[src/rtl/imem_dmem_port_arbiter_pkg.sv]
// Shared constants and types for the IF/D single-port memory arbiter.
// Optional fetch anti-starvation guard: ARB_FETCH_STARVE_GUARD_EN.
package imem_dmem_port_arbiter_pkg;

  localparam int unsigned ADDR_W_DEF       = 13;
  localparam int unsigned MEM_WORDS_DEF    = 8184;
  localparam int unsigned MAX_D_STREAK_DEF = 4;

  localparam logic [1:0] OWN_NONE = 2'd0;
  localparam logic [1:0] OWN_IF   = 2'd1;
  localparam logic [1:0] OWN_D    = 2'd2;

  localparam logic [3:0] WMASK_NONE = 4'b0000;
  localparam logic [3:0] WMASK_WORD = 4'b1111;

  // Owner of the access issued last cycle, plus its out-of-range flag
  typedef struct packed {
    logic       oor;
    logic [1:0] own;
  } owner_t;

endpackage

[src/rtl/imem_dmem_port_arbiter_arb_prio_pick.sv]
// Two-way IF/D grant picker; D has priority unless the streak guard
// (ARB_FETCH_STARVE_GUARD_EN) forces a waiting fetch through.
module arb_prio_pick
  import imem_dmem_port_arbiter_pkg::*;
#(
  parameter int unsigned MAX_D_STREAK = MAX_D_STREAK_DEF
) (
  input  logic clk,
  input  logic rst,
  input  logic if_req_i,
  input  logic d_req_i,
  output logic if_gnt_c,
  output logic d_gnt_c
);

`ifdef ARB_FETCH_STARVE_GUARD_EN
  localparam int unsigned CNT_W = $clog2(MAX_D_STREAK + 1);

  logic [CNT_W-1:0] streak_q, streak_d;
  logic             force_if_c;

  assign force_if_c = (streak_q == CNT_W'(MAX_D_STREAK));

  // Streak counts D wins while IF waits; cleared when IF gets in or stops asking
  always_comb begin
    d_gnt_c  = d_req_i && !(if_req_i && force_if_c);
    if_gnt_c = if_req_i && !d_gnt_c;
    streak_d = streak_q;
    if (!if_req_i || if_gnt_c) begin
      streak_d = '0;
    end else if (d_gnt_c && !force_if_c) begin
      streak_d = streak_q + CNT_W'(1);
    end
  end

  always_ff @(posedge clk or posedge rst) begin
    if (rst) begin
      streak_q <= '0;
    end else begin
      streak_q <= streak_d;
    end
  end
`else
  logic unused_pick;

  assign unused_pick = ^{clk, rst, 32'(MAX_D_STREAK)};

  always_comb begin
    d_gnt_c  = d_req_i;
    if_gnt_c = if_req_i && !d_req_i;
  end
`endif

endmodule

[src/rtl/imem_dmem_port_arbiter.sv]
// Shares one synchronous single-port word memory between fetch (IF) and load/store (D).
// Build with ARB_FETCH_STARVE_GUARD_EN to bound how long IF can be starved by D.
module imem_dmem_port_arbiter
  import imem_dmem_port_arbiter_pkg::*;
#(
  parameter int unsigned ADDR_W       = ADDR_W_DEF,
  parameter int unsigned MEM_WORDS    = MEM_WORDS_DEF,
  parameter int unsigned MAX_D_STREAK = MAX_D_STREAK_DEF
) (
  input  logic              clk,
  input  logic              rst,
  input  logic              if_req,
  input  logic [31:0]       if_addr,
  output logic              if_gnt,
  output logic              if_valid,
  output logic [31:0]       if_rdata,
  input  logic              d_req,
  input  logic              d_we,
  input  logic [3:0]        d_wmask,
  input  logic [31:0]       d_addr,
  input  logic [31:0]       d_wdata,
  output logic              d_gnt,
  output logic              d_valid,
  output logic [31:0]       d_rdata,
  output logic              mem_en,
  output logic [3:0]        mem_we,
  output logic [ADDR_W-1:0] mem_addr,
  output logic [31:0]       mem_wdata,
  input  logic [31:0]       mem_rdata
);

  logic        if_gnt_c, d_gnt_c, any_gnt_c, in_range_c;
  logic [29:0] sel_waddr_c;
  owner_t      owner_q, owner_d;
  logic        unused_lane_bits;

  assign unused_lane_bits = ^{if_addr[1:0], d_addr[1:0]};

  // Requests are masked during reset so nothing is granted or strobed
  arb_prio_pick #(
    .MAX_D_STREAK(MAX_D_STREAK)
  ) u_pick (
    .clk      (clk),
    .rst      (rst),
    .if_req_i (if_req && !rst),
    .d_req_i  (d_req && !rst),
    .if_gnt_c (if_gnt_c),
    .d_gnt_c  (d_gnt_c)
  );

  // Full word address is range-checked so aliases above the port width are caught
  always_comb begin
    sel_waddr_c = d_gnt_c ? d_addr[31:2] : if_addr[31:2];
    any_gnt_c   = if_gnt_c || d_gnt_c;
    in_range_c  = (sel_waddr_c < 30'(MEM_WORDS));

    if_gnt    = if_gnt_c;
    d_gnt     = d_gnt_c;
    mem_en    = any_gnt_c && in_range_c;
    mem_addr  = sel_waddr_c[ADDR_W-1:0];
    mem_wdata = d_wdata;
    mem_we    = WMASK_NONE;
    if (any_gnt_c && in_range_c && d_gnt_c && d_we) begin
      mem_we = d_wmask;
    end

    owner_d.own = OWN_NONE;
    owner_d.oor = any_gnt_c && !in_range_c;
    if (d_gnt_c) begin
      owner_d.own = OWN_D;
    end else if (if_gnt_c) begin
      owner_d.own = OWN_IF;
    end
  end

  always_ff @(posedge clk or posedge rst) begin
    if (rst) begin
      owner_q <= '{oor: 1'b0, own: OWN_NONE};
    end else begin
      owner_q <= owner_d;
    end
  end

  // Response is tagged by the owner recorded at grant time
  always_comb begin
    if_valid = (owner_q.own == OWN_IF);
    d_valid  = (owner_q.own == OWN_D);
    if_rdata = owner_q.oor ? 32'h0 : mem_rdata;
    d_rdata  = owner_q.oor ? 32'h0 : mem_rdata;
  end

endmodule

[config.mk]
export PLATFORM = sky130hd
export DESIGN_NAME = imem_dmem_port_arbiter
export DESIGN_NICKNAME = d
export VERILOG_FILES = /design/src/rtl/imem_dmem_port_arbiter_pkg.sv /design/src/rtl/imem_dmem_port_arbiter_arb_prio_pick.sv /design/src/rtl/imem_dmem_port_arbiter.sv
export SDC_FILE = /design/constraint.sdc
export NUM_CORES = 1
export LEC_CHECK = 0
export BUFFER_PORTS_ARGS = -buffer_cell sky130_fd_sc_hd__buf_2
export CAP_MARGIN = 5
export CORE_AREA = 2 2 100 102
export CTS_CLUSTER_DIAMETER = 50
export CTS_CLUSTER_SIZE = 12
export DETAILED_ROUTE_END_ITERATION = 10
export DIE_AREA = 0 0 102 104
export PLACE_DENSITY = 0.51
export SYNTH_ARGS = -nofsm -noshare
export SYNTH_HDL_FRONTEND = slang
export SYNTH_SLANG_ARGS = --single-unit
[constraint.sdc]
create_clock -name clk -period 1.9 [get_ports clk]
set_input_delay 0 -clock clk [delete_from_list [all_inputs] [get_ports clk]]
set_output_delay 0 -clock clk [all_outputs]
set_load 0.03 [all_outputs]
After elaboration in Yosys (flattened, before gate mapping)

Cells that the tools add are included.
W data, S select, Z words.

Register bits after elaboration: 3
Latch bits: 0
RAM bits: 0
ROM bits: 0
Input bits: 137
Output and inout port bits: 118
Memories kept: 0

Add/subtract/negate cells: 0
Multipliers: 0
Div/mod/pow operators: 0
Order comparisons: 1
Eq/ne operators: 2
Shift-type cells: 0
Muxes and demuxes: 5
Bitwise logic cells: 0
Reduce and logical (&&, ||, !) cells: 11

Operators by type and width:

| cell                   | count |
|---|---|
| $mux W32               | 1 |
| $lt A30 B13 Y1 const B | 1 |
| $mux W30               | 1 |
| $logic_and A1 B1 Y1    | 7 |
| $mux W4                | 1 |
| $logic_not A1 Y1       | 3 |
| $eq A2 B1 Y1 const B   | 1 |
| $eq A2 B2 Y1 const B   | 1 |
| $mux W2                | 1 |
| $logic_or A1 B1 Y1     | 1 |
| $mux W1                | 1 |

Logic depth before layout (Yosys ltp)

Word-level depth: 9
Gate-level depth with buffers: 7

Hierarchy

From an unflattened synthesis, not the netlist that was laid out.

Cell total of the unflattened synthesis: 160
Area, all modules: 1217.4 um2

By module, submodules not included:

| module                 | instances | cells an instance | area an instance (um2) | sequential area each (um2) |
|---|---|---|---|---|
| imem_dmem_port_arbiter | 1         | 158               | 1196.1                 | 75.1 |
| arb_prio_pick          | 1         | 2                 | 21.3                   | 0.0 |

Worst setup path before layout

Ideal clock, no wire load.

Kind: input -> output
From: input port rst
To: output port mem_we[0]
Arrival: 1.496 ns
Data required time: 1.900 ns
Path slack: 0.404 ns
Cell stages on the path: 7
Path buffers: 2
Cells stage by stage: nand2b_4 > buf_6 > inv_4 > buf_8 > nand4_2 > a211o_1 > nor3_1

Longest elaborated chain between the ends: 9
Elaborated cells on any way between the ends: 12

RTL lines:

| element                                                | RTL line                     | text |
|---|---|---|
| start: declaration                                     | imem_dmem_port_arbiter.sv:11 | `input logic rst,` |
| $logic_not A1 Y1 (no source line) (*)                  | --                           |  |
| branches (longest 5 deep; another with $lt A30 B13 Y1) | --                           |  |
| $logic_and A1 B1 Y1 (*) (2 in a row)                   | imem_dmem_port_arbiter.sv:63 | `if (any_gnt_c && in_range_c && d_gnt_c && d_we) begin` |
| $mux W4 (*)                                            | imem_dmem_port_arbiter.sv:63 |  |
| end: declaration                                       | imem_dmem_port_arbiter.sv:26 | `output logic [3:0] mem_we,` |

Mark *: on every way between the ends.

Worst setup path in the final report

From: register owner_q[2] (netlist name)
To: output port d_rdata[4]

Longest elaborated chain between the ends: 1

RTL lines:

| element                  | RTL line                     | text |
|---|---|---|
| start: declaration       | imem_dmem_port_arbiter.sv:34 | `owner_t owner_q, owner_d;` |
| start signal: assignment | imem_dmem_port_arbiter.sv:78 | `owner_q <= '{oor: 1'b0, own: OWN_NONE};` |
| start signal: assignment | imem_dmem_port_arbiter.sv:80 | `owner_q <= owner_d;` |
| $mux W32                 | imem_dmem_port_arbiter.sv:89 | `d_rdata = owner_q.oor ? 32'h0 : mem_rdata;` |
| end: declaration         | imem_dmem_port_arbiter.sv:24 | `output logic [31:0] d_rdata,` |

Every way passes these cells.

==> results summary <==
The flow ran to the end, and the final reports show no timing, DRC or antenna violations. The number of instances resized during post-cts repair is 0. The setup path with the least slack is of type reg -> out.

The mux cell area share after synthesis is 0%. STA classifies the critical path endpoint as an output port. The clock slew seen by the registers of the worst setup and hold paths is around 0.030 ns. The largest net degree at the start of global routing came out at 33. The most frequently used cell type in the post-synthesis netlist is sky130_fd_sc_hd__buf_4.

The simple-gate share of the synthesized area came out at roughly 46%. The floorplan has 36 rows. The cell with the biggest individual delay on the critical path is sky130_fd_sc_hd__dfrtp_1. The maximum resistive drop on vdd came out at approximately 0.14 mV. The die covers ~0.011 mm^2. The final critical path takes up a little under nine tenths of the cycle. After synthesis, the largest family of logic cells by area is simple AND/OR/NAND/NOR gates. The remaining antenna violation count came out at 0. The antenna diode count came out at 0. For this run, the post-layout net count is approximately 440. TritonCTS built the clock tree. The initial cell density of the core is around an eighth. Cells fill a little under a fifth of the core in the end. The first global-routing pass estimated about 6.6 mm of wire. The cell at the root of the clock tree is sky130_fd_sc_hd__clkbuf_8. The post-route worst setup slack is 0.276 ns. The overall via count from detail_route came out at between 1.5k and 2k.

The detailed-route DRC error count came out at 0. Setup repair after global routing left no endpoint under its margin. The core area is roughly 0.0095 mm^2. The area of the mapped netlist came out at 0.00119 mm^2. Setup total negative slack on the finished layout was measured at 0 ns. The synthesized netlist devotes 2.52% of its cell area to compound gates. The y dimension of the die came out at roughly 100 um. Summed over all cells, the static leakage comes to about 1.1 nW.

Max-cap violations in this run came to 0. The tightest min-delay check is of the in -> out type. The unique cell type count in the Yosys netlist came out at 22. The sequential-to-total area share from yosys stat came out at approximately 6.3%. In the final routed layout, each cell accounts on average for ~11 um. The number of endpoints with negative hold slack in the final report is 0. The share of async-settable or async-resettable flops after synthesis came out at 100%. The share of cells above drive strength 1 came out at 63.1%. The total wire length is 4.83 mm.

STA classifies the critical path startpoint as a flop. Counting along the longest clock path gives a buffer depth of 2. Ranked by instance count, the synthesized netlist is headed by sky130_fd_sc_hd__buf_4, sky130_fd_sc_hd__nand2_1, sky130_fd_sc_hd__nor2b_1, sky130_fd_sc_hd__nor4_1, sky130_fd_sc_hd__nor3_1. The setup-violating endpoint count in the final report is 0. The data arrival time of the critical path came out at 1.62 ns.

The post-synthesis xor/xnor area fraction is 0%. The number of max-slew violations in the final report came out at 0. Synthesis handed over a netlist of 185 instances. The final critical-path required period is 1.62 ns.

The area share of fa/ha/maj cells after synthesis came out at 0%. The transition at the pin with the smallest max-transition slack came out at slightly below 1 ns. The area overhead of the layout relative to synthesis is 53.3%. The fmax is a little over 600 MHz. The worst hold slack came out at about 0.000012 ns. The worst-case headroom to the max-slew limit is 34.8%. The number of DRC markers in iteration 0 came out at 22. The largest registers in the layout are owner_q x3. The cell type with the largest total area after synthesis is sky130_fd_sc_hd__buf_4. The first-pass iteration count of the detailed router is 4. The number of enable flip-flop cells after synthesis came out at 0. The routability-driven placement congestion ratio came out at 0.730.

The worst slack at placement came out at roughly 0.4 ns. The number of input and output port buffers inserted came out at 186. The number of global-route vias before repair came to 1435.

The sum of internal, switching and leakage power came out at a little over 0.8 mW. The maximum fanout along the worst path came out at 32. The synthesis-stage register bit count is 3. The number of nets in the synthesized netlist came out at between 300 and 400. Global routing consumed, over all layers together, under 10% of the routing resources. During I/O placement, the number of pins put on the boundary was about 260.

The total congestion overflow after global routing is 0. The most used flip-flop cell after synthesis is sky130_fd_sc_hd__dfrtp_1. The die outline width came out at ~100 um. By area the synthesized netlist is led by sky130_fd_sc_hd__buf_4, sky130_fd_sc_hd__nor2b_1, sky130_fd_sc_hd__nand2_1. CTS built an H-tree with a depth of 1.

The worst stage delay on the critical path is slightly below 1 ns. The proportion of netlist area held by the largest area contributor came out at between 40% and 50%. The ratio of total power to cell area came out at between 400 and 500 mW/mm^2. The register with the most flip-flops in the layout has 3 of them. The number of vias per cell after detailed routing is around 3.7. At the worst endpoint, the required time is 1.90 ns. The synthesis warning total came out at 0.

The number of clock buffers inserted by TritonCTS came out at 3. The number of sinks on the clock net came out at 3. The post-DP HPWL is between 4 and 5 mm. The initial antenna violation count came to 0. The post-CTS setup buffer count came out at 0. Counting flops per register, the top entry is owner_q.

After synthesis, the mean cell area works out to around 6.4 um^2. Walking the worst path, the cells encountered are nor2b_1 -> buf_2.
==> metal layers <==
metal  GRT usage, %  wire length, um  part of all wire [%]  vias to the layer above
li1               -                -                     -                      773
met1           7.93             1800                    37                      704
met2           15.9             2410                    50                      149
met3           2.76              620                    13                        0
met4          0.381                0                     0                        0
met5              0                0                     0                        -
==> timing repair <==
item / in CTS / in global routing
hold buffers: 1 / 0
endpoints found under the hold margin: 3 / 0
setup endpoints to repair: 0 / 0
==> cells by family after synthesis <==
kind of cell           after synthesis
AOI/OAI and AO/OA                    4
buffers and inverters               73
DFF                                  3
and+or+nand+nor                    105
==> power by group <==
group	switching [mW]	internal (mW)	leakage, nW
clock network	0.0375	0.143	0.0228
registers	0.0134	0.0674	0.0386
logic	0.369	0.189	1.05
==> per-stage QoR <==
step / instances / cell area, um^2
2_1_floorplan: 185 / 1190
3_3_place_gp: 434 / 1770
4_1_cts: 439 / 1830
5_1_grt: 439 / 1830
6_report: 439 / 1830
3_5_place_dp: 434 / 1770
==> path summary, 6_finish.rpt <==
kind | from | depth (start not counted) | to | slack, ns
max in group asynchronous | rst | 3 | owner_q[2]$_DFF_PP0_ | 1.52
max | owner_q[2]$_DFF_PP0_ | 2 | d_rdata[4] | 0.28
min in group asynchronous | rst | 3 | owner_q[0]$_DFF_PP0_ | 0.24
min | d_wdata[18] | 0 | mem_wdata[18] | 0.00001
==> worst max-delay path, delay by kind of cell (launching register included) <==
| kind | cells | cell delay [ns] |
|---|---|---|
| AND/OR/NAND/NOR | 1 | 0.19 |
| flip-flops | 1 | 0.97 |
| buffers and inverters | 1 | 0.24 |
==> cell usage in the layout, fill, tap and decap left out, types with 2 or more instances in the layout <==
master,Yosys,layout
sky130_fd_sc_hd__nor3_1,7,7
sky130_fd_sc_hd__nor4_1,8,8
sky130_fd_sc_hd__nor2b_1,34,34
sky130_fd_sc_hd__dfrtp_1,3,3
sky130_fd_sc_hd__nor2_1,2,2
sky130_fd_sc_hd__clkbuf_8,0,3
sky130_fd_sc_hd__nand4_1,5,5
sky130_fd_sc_hd__buf_2,0,186
sky130_fd_sc_hd__nand3_1,4,4
sky130_fd_sc_hd__nand2_1,41,41
==> area by class of cell <==
| class | count | area, um^2 |
|---|---|---|
| fill | 1131 | 7720 |
| timing repair buffer | 188 | 948 |
| tap | 133 | 166 |
| clock buffer | 4 | 45.0 |
| sequential | 3 | 75.1 |
| inverter | 2 | 10.0 |
| multi-input combinational | 109 | 581 |
Power figures use the tool's default switching activity.
